## config.mk

```make
export PLATFORM = sky130hd
export DESIGN_NAME = fp_add_scheduler
export DESIGN_NICKNAME = d
export VERILOG_FILES = /design/src/rtl/fp_pkg.sv /design/src/rtl/rr_arbiter.sv /design/src/rtl/fp_add_scheduler.sv
export SDC_FILE = /design/constraint.sdc
export NUM_CORES = 1
export LEC_CHECK = 0
export BUFFER_PORTS_ARGS = -buffer_cell sky130_fd_sc_hd__buf_2
export CAP_MARGIN = 5
export CORE_AREA = 2 2 164 166
export DETAILED_ROUTE_END_ITERATION = 6
export DIE_AREA = 0 0 166 168
export GPL_TIMING_DRIVEN = 0
export PLACE_DENSITY = 0.5
export SETUP_SLACK_MARGIN = 0.2
export SLEW_MARGIN = 0
export SYNTH_ARGS = -nofsm -noshare
export SYNTH_HDL_FRONTEND = slang
export SYNTH_HIERARCHICAL = 1
export SYNTH_SLANG_ARGS = --single-unit
```

## constraint.sdc

```tcl
create_clock -name clk -period 2.5 [get_ports clk]
set_input_delay 0.25 -clock clk [delete_from_list [all_inputs] [get_ports clk]]
set_output_delay 0.25 -clock clk [all_outputs]
set_load 0.05 [all_outputs]
```

## src/rtl/fp_pkg.sv

```systemverilog
// Shared types and constants for the FP add scheduler and related shared-resource blocks.
package fp_pkg;

  localparam int unsigned FP_WIDTH = 32;
  localparam logic [31:0] FP_QNAN  = 32'h7FC0_0000;

  typedef enum logic [1:0] {
    S_IDLE  = 2'd0,
    S_ISSUE = 2'd1,
    S_WAIT  = 2'd2,
    S_RESP  = 2'd3
  } state_t;

endpackage

```

## src/rtl/rr_arbiter.sv

```systemverilog
// Combinational round-robin arbiter: first asserted request at or after rr_ptr, wrapping.
module rr_arbiter #(
  parameter int unsigned NREQ = 4,
  localparam int unsigned IDX_W = $clog2(NREQ)
) (
  input  logic [NREQ-1:0]  req,
  input  logic [IDX_W-1:0] rr_ptr,
  output logic [NREQ-1:0]  grant_onehot,
  output logic [IDX_W-1:0] grant_idx,
  output logic             any
);

  // Two passes replace a modulo index: [rr_ptr..NREQ-1] first, then [0..rr_ptr-1].
  always_comb begin
    grant_onehot = '0;
    grant_idx    = '0;
    any          = 1'b0;
    for (int unsigned k = 0; k < NREQ; k++) begin
      if (!any && req[k] && (k >= 32'(rr_ptr))) begin
        any             = 1'b1;
        grant_onehot[k] = 1'b1;
        grant_idx       = IDX_W'(k);
      end
    end
    for (int unsigned k = 0; k < NREQ; k++) begin
      if (!any && req[k] && (k < 32'(rr_ptr))) begin
        any             = 1'b1;
        grant_onehot[k] = 1'b1;
        grant_idx       = IDX_W'(k);
      end
    end
  end

endmodule

```

## src/rtl/fp_add_scheduler.sv

```systemverilog
// Shares one start/done FP adder among NREQ requesters, round-robin, one op in flight,
// with a watchdog that answers a quiet NaN if the adder never completes.
module fp_add_scheduler
  import fp_pkg::*;
#(
  parameter int unsigned NREQ    = 4,
  parameter int unsigned TIMEOUT = 16
) (
  input  logic                     clk,
  input  logic                     reset,
  input  logic [NREQ-1:0]          req_valid,
  input  logic [FP_WIDTH*NREQ-1:0] req_a,
  input  logic [FP_WIDTH*NREQ-1:0] req_b,
  output logic [NREQ-1:0]          req_ready,
  output logic [NREQ-1:0]          rsp_valid,
  output logic [31:0]              rsp_data,
  output logic                     rsp_err,
  input  logic [NREQ-1:0]          rsp_ready,
  output logic                     add_start,
  output logic [31:0]              add_a,
  output logic [31:0]              add_b,
  input  logic                     add_done,
  input  logic [31:0]              add_result,
  output logic                     busy,
  output logic [15:0]              op_count
);

  localparam int unsigned IDX_W = $clog2(NREQ);
  localparam int unsigned TW    = $clog2(TIMEOUT);

  state_t            state, state_nxt;
  logic [IDX_W-1:0]  rr_ptr, owner, grant_idx;
  logic [NREQ-1:0]   grant_onehot;
  logic              grant_any;
  logic [TW-1:0]     timer;
  logic [31:0]       sel_a, sel_b;
  logic              timeout_hit;
  logic              rsp_accept;

  rr_arbiter #(.NREQ(NREQ)) u_arb (
    .req          (req_valid),
    .rr_ptr       (rr_ptr),
    .grant_onehot (grant_onehot),
    .grant_idx    (grant_idx),
    .any          (grant_any)
  );

  always_comb begin
    sel_a = '0;
    sel_b = '0;
    for (int unsigned i = 0; i < NREQ; i++) begin
      if (grant_onehot[i]) begin
        sel_a = req_a[i*FP_WIDTH +: FP_WIDTH];
        sel_b = req_b[i*FP_WIDTH +: FP_WIDTH];
      end
    end
  end

  assign timeout_hit = (timer == TW'(TIMEOUT - 1));
  assign rsp_accept  = (state == S_RESP) && rsp_ready[owner];

  always_ff @(posedge clk or negedge reset) begin
    if (!reset) state <= S_IDLE;
    else        state <= state_nxt;
  end

  always_comb begin
    state_nxt = state;
    unique case (state)
      S_IDLE:  if (grant_any) state_nxt = S_ISSUE;
      S_ISSUE: state_nxt = S_WAIT;
      S_WAIT:  if (add_done || timeout_hit) state_nxt = S_RESP;
      S_RESP:  if (rsp_accept) state_nxt = S_IDLE;
    endcase
  end

  always_comb begin
    req_ready = (state == S_IDLE) ? grant_onehot : '0;
    add_start = (state == S_ISSUE);
    busy      = (state != S_IDLE);
  end

  always_ff @(posedge clk or negedge reset) begin
    if (!reset) begin
      rr_ptr    <= '0;
      owner     <= '0;
      timer     <= '0;
      op_count  <= '0;
      add_a     <= '0;
      add_b     <= '0;
      rsp_data  <= '0;
      rsp_err   <= 1'b0;
      rsp_valid <= '0;
    end else begin
      unique case (state)
        S_IDLE: begin
          if (grant_any) begin
            add_a <= sel_a;
            add_b <= sel_b;
            owner <= grant_idx;
          end
        end
        S_ISSUE: timer <= '0;
        S_WAIT: begin
          // A done arriving on the last watchdog cycle still counts as a real result.
          if (add_done) begin
            rsp_data  <= add_result;
            rsp_err   <= 1'b0;
            rsp_valid <= NREQ'(1) << owner;
          end else if (timeout_hit) begin
            rsp_data  <= FP_QNAN;
            rsp_err   <= 1'b1;
            rsp_valid <= NREQ'(1) << owner;
          end else begin
            timer <= timer + 1'b1;
          end
        end
        S_RESP: begin
          if (rsp_accept) begin
            rsp_valid <= '0;
            op_count  <= op_count + 1'b1;
            rr_ptr    <= (owner == IDX_W'(NREQ - 1)) ? '0 : owner + 1'b1;
          end
        end
      endcase
    end
  end

endmodule

```

==> results of run 1 <==
[worst reg2reg max path, stage by stage, from the launching register on]
cell and delay (ns):
dfrtp_1 0.40, buf_6 0.14, nand2b_4 0.14, nand2_1 0.06, and3_4 0.22, clkbuf_16 0.14
buf_4 0.14, buf_2 0.25, a221oi_1 0.15, a211o_1 0.30, a21oi_1 0.13
[layer usage]
layer / track usage, % / vias to the layer above
met5: 0 / -
met4: 7.940 / 2
met3: 5.336 / 50
met2: 36.48 / 331
met1: 28.22 / 3718
li1: - / 3664
[placed cells by master (no fill, tap or decap), types with 3 or more instances in the layout]
cell type	synthesis	routed
a211o_1	63	63
a21oi_1	133	132
a221oi_1	64	62
a221oi_2	1	3
a22o_1	23	23
and2_1	7	6
and3_1	8	7
buf_2	16	424
buf_4	2	17
buf_6	2	8
buf_8	0	3
clkbuf_1	44	29
clkbuf_16	0	18
clkbuf_2	1	13
clkbuf_4	0	3
clkinv_2	0	3
clkinvlp_4	0	4
dfrtp_1	127	127
diode_2	0	4
ha_1	11	11
inv_1	75	74
inv_6	0	4
mux2_2	7	7
nand2_1	15	15
nand3_1	9	9
nand4_1	5	5
nor2_1	72	72
o22a_1	9	9
xnor2_1	14	14
[sequential cells by signal, indices dropped and copies added, names as in the netlist]
register and count:
add_a 32, add_b 32, rsp_data 32, op_count 16, rsp_valid 4, timer 4, owner 2, rr_ptr 2
state 2, rsp_err 1
[power groups by stage]
| stage | registers, mW | clock network [mW] | logic [mW] |
|---|---|---|---|
| floorplan | 6.48 | 0 | 3.43 |
| global placement | 3.54 | 0 | 8.92 |
| detailed placement | 3.55 | 0 | 8.97 |
| CTS | 3.53 | 2.41 | 9.13 |
| global route | 3.65 | 2.50 | 9.85 |
| finish | 3.54 | 2.33 | 9.20 |
[Yosys cell counts (2+ instances only)]
master,instances
mux2_2,7
nor2b_1,3
nand3b_1,2
o22a_1,9
xnor2_1,14
nand2b_1,2
buf_4,2
a21oi_1,133
and2b_1,2
buf_2,16
nand4_1,5
inv_1,75
dfrtp_1,127
a211o_1,63
and2_1,7
o31ai_1,2
o22ai_1,2
mux2i_1,2
o21a_1,2
a31oi_1,2
clkbuf_1,44
nand3_1,9
o21ai_0,3
nand2_1,15
a221oi_1,64
and3_1,8
o221ai_1,2
and2b_2,2
ha_1,11
buf_1,5
buf_6,2
a22o_1,23
nor2_1,72
[final cells by class]
| class | instances | area [µm²] |
|---|---|---|
| fill | 2796 | 15920 |
| multi-input combinational | 481 | 3284 |
| sequential | 127 | 3178 |
| timing repair buffer | 433 | 2256 |
| buffer | 70 | 451.7 |
| clock buffer | 18 | 429.2 |
| tap | 341 | 426.7 |
| inverter | 75 | 281.5 |
| clock inverter | 14 | 108.9 |
| antenna | 4 | 10.01 |
[logic make-up (layout without fill, tap and decap cells)]
group | count (synthesis) | count (layout) | share of synthesized area, %
compound gates | 315 | 315 | 32.11
xor+xnor | 15 | 15 | 1.869
fa+ha+maj | 11 | 11 | 1.958
buf+inv | 146 | 610 | 8.560
flops | 127 | 127 | 45.20
mux | 10 | 10 | 1.726
other cells | 0 | 4 | 0
simple gates | 130 | 130 | 8.578
[what timing repair did]
item / in CTS / in global routing
hold buffers: 1 / 0
gates cloned: 0 / 2
endpoints found under the setup margin: 68 / 65
endpoints found under the hold margin: 50 / 0
resized for setup: 40 / 39
setup buffers: 6 / 5
pin swaps: 2 / 3
[how the worst min path moves through the flow]
stage / to / depth (start not counted) / slack (ns)
after floorplan: add_a[0] / 0 / -0.05
after global placement: op_count[15] / 1 / 0.46
after detailed placement: rsp_data[10] / 1 / 0.23
after CTS: rsp_data[26] / 2 / 0.01
after global routing: rsp_data[25] / 2 / 0.01
final: rsp_data[26] / 2 / 0.03
[stage by stage]
| stage | utilization, % | total power [mW] | hold WS, ns | setup WS [ns] |
|---|---|---|---|---|
| 2_1_floorplan | - | 9.902 | -0.04559 | 0.2990 |
| 3_3_place_gp | 36.24 | 12.46 | 0.4586 | -0.7383 |
| 3_5_place_dp | 36.37 | 12.52 | 0.2349 | -0.3108 |
| 4_1_cts | 39.04 | 15.07 | 0.01015 | 0.1195 |
| 5_1_grt | 39.57 | 16.01 | 0.01152 | 0.1890 |
| 6_report | 39.57 | 15.07 | 0.02608 | 0.2588 |
==> results.cfg, run 1 <==
[status]
status = finished, final reports clean

[detailed_routing]
drt_iter0_drc = 470
drtAntennaViolNets = 0
drc = 0
top_layer = met5
num_vias = 7765
via_per_inst = 4.968
firstDrtPassIters = 5
wl_met1_um = 13650
met3_length_um = 2129
met2_length_um = 15450
wire_per_inst_um = 20.51
drt-total-wl_um = 32060

[layout]
fin_cells = 1563
fin_area_um2 = 10430
fin_nets = 1515
layout-drive-gt1-share_pct = 43.51
area_growth_pct = 48.30

[timing]
rsz0062_at_grt = true
setup_viol = 0
finClkSkew_ns = 0.01447
hold_viol_final = 0
fin_crit_ns = 2.241
timing.setup.tns_ns = 0
relSlewSlack_pct = 50.90
tightestPinTransition_ns = 0.7338
finalCritPeriodShare_pct = 89.65
fmax_mhz = 446.2
slew_viol_final = 0

[clock_network]
cts_tree = done
clockRootBuffer = clkbuf_16
clkSinkCount = 127
clkTransAtPathRegs_ns = 0.07
clock_path_buffers = 2
htreeDepth = 4
numCtsBuffers = 17
clk_latency_ns = 0.43

[setup_path]
cp-endpoint = req_ready[3]
critPathSlowestCell = dfrtp_1
r2r_slack_ns = 0.33
r2r_start = rr_ptr[1]
crit_fanout = 10
path_depth = 7
crit_required_ns = 2.25
cp-startpoint = rr_ptr[0]
critPathLaunchType = flip-flop
critical_path_class = reg -> out
path_cells = buf_6, buf_4, o221a_2, buf_8, buf_8, and2_1, buf_6
cpPeakStageDelay_ns = 0.40
cp_top_family = buffers and inverters
worst_ep_arrival_time_ns = 1.99
endpoint_kind = output port
r2r_cells = 10
worst_r2r_endpoint = add_b[1]
worstPathBufferInverterCount = 5

[placement]
place_area_um2 = 9583
gp_congestion = 0.9084
dp_hpwl_um = 25550
dp_cells = 1514
io_buffers = 418

[synth]
avgSynthCellArea_um2 = 9.324
synth_edf_count = 0
yosys-top-cells-area = dfrtp_1 45%, a21oi_1 9.5%, a221oi_1 8.0%
synth-seq-cells = 127
synth.distinct_cells = 50
async_reset_ff_share_pct = 100.0
synth_seq_area_share_pct = 45.20
synthFlopType = dfrtp_1
synth_top_area_share_pct = 45.20
netlist_area_um2 = 7030
syn-num-nets = 1064
netlist_instances = 754
ys_warn_count = 6
synth.largest_area_cell = dfrtp_1

[pwr]
p_clk_share_pct = 15.5
p_leak_nw = 5.371
p_int_mw = 7.094
powerDensity_nw_per_um2 = 1446
swShare_pct = 52.93
pwr-share-seq_pct = 23.5
peakVddDrop_mv = 0.8157
p_sw_mw = 7.978
power_frac_comb_pct = 61.0

[min_path]
hold_start = add_result[26]
hp-class = in -> reg

[floorplan]
initial_core_util_pct = 26.68
die_w_um = 166
core_um2 = 26350
fp-row-count = 60
io_pins = 422
dieArea_um2 = 27890
die_height_um = 168

[global_route]
grt-ovfl-total = 0
groute.usage.overall_pct = 22.08
antenna_found_initial = 5
grt_max_degree = 78
grt_pass1_vias = 7617
grt_pass1_wl_um = 46910

[job]
max-cap-violations = 0
(Power assumes the default switching activity.)
==> run 2: changes to the inputs <==
MAX_ROUTING_LAYER = met4   (was default)
==> run 2 against run 1 <==
Net effect:
- hold slack improved by 0.00067 ns
- setup slack got worse by 0.017 ns
- power increased by 1.9%
- combinational power about the same
- critical path depth increased by 3
- sequential share of layout area decreased by 0.26 points
- global-route usage increased by 0.89 points
- clock-buffer cell count unchanged
- via count decreased by 0.36%
- critical path type is now reg -> reg
- critical endpoint is now add_b[28]
- largest power group unchanged
==> results.cfg, run 2 (synthesized netlist as in run 1, its figures left out) <==
[clock_network]
clkSinkCount = 127
numCtsBuffers = 17
cts_tree = done
clk_latency_ns = 0.43
clockRootBuffer = clkbuf_16
htreeDepth = 4
clock_path_buffers = 2
clkTransAtPathRegs_ns = 0.07

[timing]
hold_viol_final = 0
finalCritPeriodShare_pct = 90.33
tightestPinTransition_ns = 0.7961
setup_viol = 0
slew_viol_final = 0
rsz0062_at_grt = true
relSlewSlack_pct = 46.73
fin_crit_ns = 2.258
finClkSkew_ns = 0.01149
fmax_mhz = 442.8
setup_ws_ns = 0.2418

[floorplan]
fp-row-count = 60
dieArea_um2 = 27890
die_height_um = 168
initial_core_util_pct = 26.68
core_um2 = 26350
io_pins = 422
die_w_um = 166

[pwr]
pwr-share-seq_pct = 23.2
p_leak_nw = 5.413
peakVddDrop_mv = 0.7239
powerDensity_nw_per_um2 = 1460
swShare_pct = 52.41
power_frac_comb_pct = 60.0
p_int_mw = 7.306
power_mw = 15.35
p_clk_share_pct = 16.8
p_sw_mw = 8.046

[global_route]
groute.usage.overall_pct = 22.97
grt_max_degree = 67
antenna_found_initial = 10
grt_pass1_vias = 7682
grt-ovfl-total = 0
grt_pass1_wl_um = 47440

[setup_path]
crit_fanout = 10
crit_top_cell = buf_4
endpoint_kind = flip-flop
critPathLaunchType = flip-flop
crit_required_ns = 2.80
worstPathBufferInverterCount = 3
cpPeakStageDelay_ns = 0.41
cp_top_family = compound AO/OA/AOI/OAI gates
worst_ep_arrival_time_ns = 2.56
critPathSlowestCell = dfrtp_1
critical_path_class = reg -> reg
path_cells = buf_6, a2bb2oi_1, o22ai_1, and2_1, nor2b_1, buf_4, buf_4, a221oi_1, a211o_1, a21oi_1

[placement]
post-place-ws_ns = -0.3121
gp_congestion = 0.9360
dp_cells = 1514
place_area_um2 = 9583
dp_hpwl_um = 25620
io_buffers = 418

[layout]
layout-drive-gt1-share_pct = 43.80
nFillCells = 2724
utilization_pct = 39.91
fin_cells = 1568
multi_input_area_um2 = 3321
fin_area_um2 = 10520
register_area_um2 = 3178
largestRegisters = add_a: 32 flops, add_b: 32 flops, rsp_data: 32 flops
area_growth_pct = 49.60
fin_nets = 1514
mostFrequentLayoutCell = buf_2
mostFrequentLayoutCells = 425 x buf_2, 132 x a21oi_1, 127 x dfrtp_1

[detailed_routing]
drtAntennaViolNets = 0
drt_iter0_drc = 395
drt-total-wl_um = 32120
firstDrtPassIters = 5
wire_per_inst_um = 20.48
num_vias = 7737
drc = 0
via_per_inst = 4.934

[job]
max-cap-violations = 0

[min_path]
hp-class = in -> reg

[status]
status = finished, final reports clean
## run 2: cell types whose count changed in the layout (fill, tap and decap cells not counted), sizes merged
cell / before / now
bufinv: 0 / 2
clkinv: 5 / 1
clkinvlp: 4 / 2
inv: 80 / 84
buf: 455 / 454
diode: 4 / 10
## run 2: what timing repair did
action	CTS	global route
gates cloned	0	1
pin swaps	2	4
hold buffers	1	0
setup buffers	5	5
resized for setup	44	42
endpoints found under the hold margin	65	0
setup endpoints to repair	68	62
## run 2: routing by layer
layer,GRT usage [%],vias up,part of all wire [%],routed length [µm]
li1,-,3667,-,-
met1,28.92,3719,43,13930
met2,36.10,316,48,15330
met3,5.994,35,6.5,2092
met4,7.524,0,2.4,765
met5,-,-,0,0
## run 2: worst paths after layout
check,start,end,slack [ns],cells after the start
setup / recovery,rr_ptr[0],add_b[28],0.24,10
hold / removal,add_result[29],rsp_data[29],0.03,2
setup reg to reg,rr_ptr[0],add_b[28],0.24,10
hold reg to reg,op_count[15],op_count[15],0.47,1
max in group asynchronous,reset,add_a[11],1.35,3
min in group asynchronous,reset,rsp_data[10],0.37,2
## run 2: cell type report
cell class | count | area share (%)
Sequential cell | 127 | 30.22
Timing Repair Buffer | 431 | 21.25
Antenna cell | 10 | 0.2379
Clock inverter | 14 | 1.594
Inverter | 75 | 2.677
Multi-Input combinational cell | 481 | 31.57
Buffer | 71 | 4.318
Tap cell | 341 | 4.057
Clock buffer | 18 | 4.080
## run 2: through the flow
step	setup TNS (ns)	hold slack [ns]
2_1_floorplan	0	-0.04559
3_3_place_gp	-94.52	0.4576
3_5_place_dp	-2.305	0.3069
4_1_cts	0	0.004145
5_1_grt	0	0.004191
6_report	0	0.02674
## run 2: power by group through the flow
stage	Sequential, mW	Clock [mW]	Combinational [mW]
2_1_floorplan	6.48	0	3.43
3_3_place_gp	3.55	0	8.91
3_5_place_dp	3.56	0	8.97
4_1_cts	3.55	2.65	9.13
5_1_grt	3.67	2.73	9.87
6_report	3.56	2.58	9.21
